### config.mk
export PLATFORM = sky130hd
export DESIGN_NAME = uart_tx_flat
export DESIGN_NICKNAME = d
export VERILOG_FILES = /design/src/rtl/uart_tx_if.sv /design/src/rtl/uart_tx.sv /design/src/flat_wrapper.sv
export SDC_FILE = /design/constraint.sdc
export NUM_CORES = 1
export LEC_CHECK = 0
export ABC_CLOCK_PERIOD_IN_PS = 6200
export CORE_AREA = 2 2 99 63
export DETAILED_ROUTE_END_ITERATION = 7
export DIE_AREA = 0 0 101 65
export DONT_BUFFER_PORTS = 1
export PLACE_DENSITY = 0.38
export SYNTH_ARGS = -nofsm -noshare
export SYNTH_HDL_FRONTEND = slang
export SYNTH_SLANG_ARGS = --single-unit
### constraint.sdc
create_clock -name clk -period 6.2 [get_ports clk]
set_clock_uncertainty 0.1 [all_clocks]
set_input_delay 1.24 -clock clk [delete_from_list [all_inputs] [get_ports clk]]
set_output_delay 1.24 -clock clk [all_outputs]
set_load 0.01 [all_outputs]
### src/rtl/uart_tx_if.sv
// uart_tx_if: host-side write handshake (strobe, word, ready) for uart_tx.
interface uart_tx_if #(
    parameter int DATAWIDTH = 8
);
    logic                 tx_start;
    logic [DATAWIDTH-1:0] din;
    logic                 tx_ready;
    modport master (output tx_start, din, input tx_ready);
    modport slave (input tx_start, din, output tx_ready);
endinterface

### src/rtl/uart_tx.sv
// uart_tx: UART transmitter with one-deep holding buffer, shared 16x s_tick baud strobe.
// Define UART_TX_PARITY_EN to add a parity bit (even, or odd via parity_odd).
module uart_tx #(
    parameter int DATAWIDTH = 8,
    parameter int SB_TICK   = 16
) (
    input  logic     clk,
    input  logic     tx_rst_n,
    input  logic     tx_en,
    input  logic     s_tick,
`ifdef UART_TX_PARITY_EN
    input  logic     parity_odd,
`endif
    uart_tx_if.slave host,
    output logic     tx,
    output logic     tx_busy,
    output logic     tx_done
);
`ifdef UART_TX_PARITY_EN
    typedef enum logic [2:0] {IDLE, START, DATA, PARITY, STOP} state_t;
    localparam state_t POST_DATA = PARITY;
`else
    typedef enum logic [2:0] {IDLE, START, DATA, STOP} state_t;
    localparam state_t POST_DATA = STOP;
`endif
    localparam logic [2:0] BIT_LAST  = 3'(DATAWIDTH - 1);
    localparam logic [5:0] STOP_LAST = 6'(SB_TICK - 1);

    state_t               state, state_n;
    logic [5:0]           s_cnt, s_cnt_n;
    logic [2:0]           bit_cnt, bit_cnt_n;
    logic [DATAWIDTH-1:0] shreg, shreg_n, hold_q;
    logic                 hold_full, load, tx_n, done_n;
`ifdef UART_TX_PARITY_EN
    logic                 par, par_n;
`endif

    assign host.tx_ready = !hold_full;

    always_ff @(posedge clk or negedge tx_rst_n) begin
        if (!tx_rst_n) begin
            state     <= IDLE;
            s_cnt     <= '0;
            bit_cnt   <= '0;
            shreg     <= '0;
            hold_q    <= '0;
            hold_full <= 1'b0;
            tx        <= 1'b1;
            tx_busy   <= 1'b0;
            tx_done   <= 1'b0;
`ifdef UART_TX_PARITY_EN
            par       <= 1'b0;
`endif
        end else begin
            state     <= state_n;
            s_cnt     <= s_cnt_n;
            bit_cnt   <= bit_cnt_n;
            shreg     <= shreg_n;
            tx        <= tx_n;
            tx_busy   <= state_n != IDLE;
            tx_done   <= done_n;
            // a transfer in the same cycle as tx_start wins: the buffer was full, so the strobe is dropped
            hold_full <= load ? 1'b0 : (hold_full || host.tx_start);
            if (host.tx_start && !hold_full) hold_q <= host.din;
`ifdef UART_TX_PARITY_EN
            par       <= par_n;
`endif
        end
    end

    always_comb begin
        state_n   = state;
        s_cnt_n   = s_cnt;
        bit_cnt_n = bit_cnt;
        shreg_n   = shreg;
        done_n    = 1'b0;
        load      = 1'b0;
        if (tx_en && s_tick && state != IDLE) s_cnt_n = s_cnt + 6'd1;
        if (tx_en) begin
            case (state)
                IDLE:  load = hold_full;
                START: if (s_tick && s_cnt == 6'd15) begin
                    state_n   = DATA;
                    s_cnt_n   = '0;
                    bit_cnt_n = '0;
                end
                DATA:  if (s_tick && s_cnt == 6'd15) begin
                    shreg_n   = shreg >> 1;
                    s_cnt_n   = '0;
                    state_n   = bit_cnt == BIT_LAST ? POST_DATA : DATA;
                    bit_cnt_n = bit_cnt + 3'd1;
                end
`ifdef UART_TX_PARITY_EN
                PARITY: if (s_tick && s_cnt == 6'd15) begin
                    state_n = STOP;
                    s_cnt_n = '0;
                end
`endif
                STOP:  if (s_tick && s_cnt == STOP_LAST) begin
                    done_n  = 1'b1;
                    s_cnt_n = '0;
                    state_n = IDLE;
                    load    = hold_full;
                end
                default: ;
            endcase
        end
        if (load) begin
            state_n = START;
            s_cnt_n = '0;
            shreg_n = hold_q;
        end
`ifdef UART_TX_PARITY_EN
        par_n = load ? (^hold_q ^ parity_odd) : par;
`endif
        tx_n = state_n == START ? 1'b0 :
               state_n == DATA  ? shreg_n[0] :
`ifdef UART_TX_PARITY_EN
               state_n == PARITY ? par_n :
`endif
               1'b1;
    end
endmodule

### src/flat_wrapper.sv
// flat-port wrapper written by rule: the top's interface ports become plain ports
module uart_tx_flat 
#(
    parameter int DATAWIDTH = 8,
    parameter int SB_TICK   = 16
)
  (clk, tx_rst_n, tx_en, s_tick, tx, tx_busy, tx_done, host_tx_start, host_din, host_tx_ready);
  uart_tx_if #(.DATAWIDTH(DATAWIDTH)) host_i ();
  input  logic clk;
  input  logic tx_rst_n;
  input  logic tx_en;
  input  logic s_tick;
  output logic tx;
  output logic tx_busy;
  output logic tx_done;
  input wire logic [$bits(host_i.tx_start)-1:0] host_tx_start;
  input wire logic [$bits(host_i.din)-1:0] host_din;
  output wire logic [$bits(host_i.tx_ready)-1:0] host_tx_ready;
  assign host_i.tx_start = host_tx_start;
  assign host_i.din = host_din;
  assign host_tx_ready = host_i.tx_ready;
  uart_tx #(.DATAWIDTH(DATAWIDTH), .SB_TICK(SB_TICK)) u_core (.clk(clk), .tx_rst_n(tx_rst_n), .tx_en(tx_en), .s_tick(s_tick), .host(host_i), .tx(tx), .tx_busy(tx_busy), .tx_done(tx_done));
endmodule
==> reports/metrics.yaml <==
layout:
  area_growth_pct: 11.8
  drive_gt1_share_pct: 18.3
  num-fill-cells: 592
  n_antenna_cell: 0
  final_nets: 157
  layoutNonFillerInstCount: 214
  seq_area_sq_um: 802
  multiInputGateArea_sq_um: 727
floorplan:
  start_util_pct: 27.2
  placementRows: 22
  ioPinCount: 17
  die_x_um: 101
  die_area_sq_um: 6570
  floorplan.core_area_sq_um: 5780
  die-height_um: 65
timing:
  rsz0062_at_grt: "false"
  setup_viol: 0
  finalCriticalPeriod_ns: 2.76
  relSlewSlack_pct: 43.2
  max_freq_ghz: 0.362
  worst_pin_slew_ns: 0.839
  tns_ns: 0
  fin_crit_sh_pct: 44.6
  hold_viol: 0
  finalMaxSlewViolations: 0
worst_setup_path:
  cp.arrival_ns: 2.84
  crit_type: "in2reg"
  cp-start-kind: "input pin"
  r2r_cells: 5
  critical_path_required_ns: 6.27
  end_kind: "flop"
  r2r_setup_slack_ns: 3.90
  worstPathMaxFanout: 9
pwr:
  leakage_nw: 0.713
  pwr-share-comb_pct: 26.2
  switching_share_pct: 30.8
  clkPwrFrac_pct: 27.9
  seqPwrFrac_pct: 45.8
  switching_power_uw: 239
  p_per_area_nw_per_um2: 442
  intPower_uw: 538
  power_uw: 778
  ir_drop_mv: 0.127
drt:
  vias: 1069
  postRouteAntennaNets: 0
  wl_um: 3180
  wl_per_cell_um: 14.8
  dr.pass1.iters: 4
  drt_iter0_drc: 53
  drc_errors: 0
  via_per_inst: 5.00
clock_tree:
  cts_buffers: 5
  path_clk_slew_ns: 0.07
  htree_levels: 2
  clockBufferDepth: 2
  cts-root-buf: "clkbuf_8"
  ctsResizeCount: 0
  cts_tree: "yes"
  clock_latency_ns: 0.28
  post_cts_buffers: 0
  cts_sinks: 32
  cts_hold_buf: 0
grt:
  overflow: 0
  grt_pass1_vias: 1023
  antenna_found_initial: 0
  grt_pass1_wl_um: 5400
  grt_max_degree: 33
  grt_usage_pct: 11.2
synth:
  synth_seq_cells: 32
  synth_seq_area_share_pct: 51.0
  synth_fp_nets: 156
  syn_avg_cell_area_sq_um: 11.2
  ys_types: 38
  synthCells: 140
  netlist_area_sq_um: 1570
  yosysWarnings: 0
hold_path:
  hold_path_depth: 1
  hp-class: "reg2reg"
placement:
  place.gp.congestion: 0.724
  hpwl_um: 2290
  port_buffers: 0
  dp_cells: 206
run_status:
  status: "complete, no violations"
run:
  cap_viol_max_count: 0
-- synth_stat cells --
library cell  instances  share of area [%]
dfrtp_1              31                 49
nor2_1               14                3.3
mux2_2               11                7.9
nand2_1               7                1.7
a221o_1               6                3.8
nor3b_1               6                2.9
clkbuf_1              5                1.2
nor2b_1               5                2.0
xnor2_1               5                2.8
inv_1                 4               0.95
o21ai_0               4                1.3
o31ai_1               4                1.9
a21oi_1               3               0.95
a22o_1                3                1.7
ha_1                  3                2.4
nand3_1               3               0.95
nand4_1               3                1.2
nor3_1                3               0.95
a211o_1               1               0.56
a31oi_2               1               0.79
and2_1                1               0.40
and2b_2               1               0.56
and3_1                1               0.40
and4_1                1               0.56
buf_6                 1               0.72
dfstp_2               1                1.7
mux2i_1               1               0.64
nand2b_1              1               0.40
nor4_4                1                1.4
o21ba_4               1                1.0
o311ai_1              1               0.56
or2_2                 1               0.40
or2b_1                1               0.48
or3_1                 1               0.40
or3_2                 1               0.48
or3b_1                1               0.56
or4_1                 1               0.48
xor2_1                1               0.56
-- state kept, by name (all words and copies together), names as in the netlist --
name	flops
u_core.bit_cnt	3
u_core.hold_full	1
u_core.shreg	8
u_core.s_cnt	6
u_core.tx	1
u_core.tx_done	1
u_core.state	3
u_core.tx_busy	1
u_core.hold_q	8
-- power by group through the flow --
stage / clock (mW) / combinational (mW) / sequential, mW
finish: 0.217 / 0.204 / 0.356
global route: 0.237 / 0.228 / 0.370
CTS: 0.224 / 0.205 / 0.356
detailed placement: 0 / 0.205 / 0.359
global placement: 0 / 0.204 / 0.360
floorplan: 0 / 0.186 / 0.329
-- final cells by class --
type	count	share of cell area [%]
Inverter	4	0.853
Clock inverter	1	1.71
Sequential cell	32	45.6
Multi-Input combinational cell	98	41.3
Tap cell	72	5.12
Clock buffer	7	5.47
-- final timing paths --
path                                                    from                      endpoint
worst max register to register     u_core.s_cnt[0]$_DFF_PN0_      u_core.tx_busy$_DFF_PN0_
max in group asynchronous                           tx_rst_n           u_core.tx$_DFF_PN1_
worst min register to register  u_core.hold_q[3]$_DFFE_PN0P_  u_core.hold_q[3]$_DFFE_PN0P_
worst min-delay path            u_core.hold_q[3]$_DFFE_PN0P_  u_core.hold_q[3]$_DFFE_PN0P_
worst max-delay path                                  s_tick     u_core.shreg[0]$_DFF_PN0_
min in group asynchronous                           tx_rst_n     u_core.s_cnt[2]$_DFF_PN0_
-- kinds of logic after synthesis --
family | Yosys count | share of synthesized area, %
muxes | 12 | 8.51
AOI/OAI and AO/OA | 24 | 12.6
xor gates and xnor gates | 6 | 3.34
and+or+nand+nor | 53 | 19.4
adders and majority gates | 3 | 2.38
buffers and inverters | 10 | 2.86
DFF | 32 | 51.0
-- per-layer routing --
metal	global-route usage [%]	part of all wire, %
met5	0	0
met2	12.8	38
met3	3.99	3.9
met1	17.4	56
met4	5.57	2.0
-- critical path, cell delays in order --
cell    delay [ns]
or3b_1        0.46
nor4_4        0.48
mux2_2        0.39
mux2_2        0.26
-- cell usage in the layout, fill, tap and decap left out, types with 3 or more instances in the layout --
cell and count:
inv_1 4, nor3b_1 6, nand2_1 7, mux2_2 11, xnor2_1 5, nand3_1 3, clkbuf_8 7, a221o_1 6
ha_1 3, nor2b_1 5, a21oi_1 3, nand4_1 3, a22o_1 3, nor3_1 3, nor2_1 14, o31ai_1 4
o21ai_0 4, dfrtp_1 31
-- through the flow --
stage	hold slack [ns]	setup slack, ns	utilization (%)	instance area (sq um)
floorplan	0.372	3.27	-	1570
global placement	0.389	3.18	28.3	1630
detailed placement	0.388	3.14	28.3	1630
CTS	0.409	3.44	30.5	1760
global route	0.423	3.37	30.5	1760
finish	0.401	3.44	30.5	1760
No activity file was read; power rests on OpenSTA's default activity.
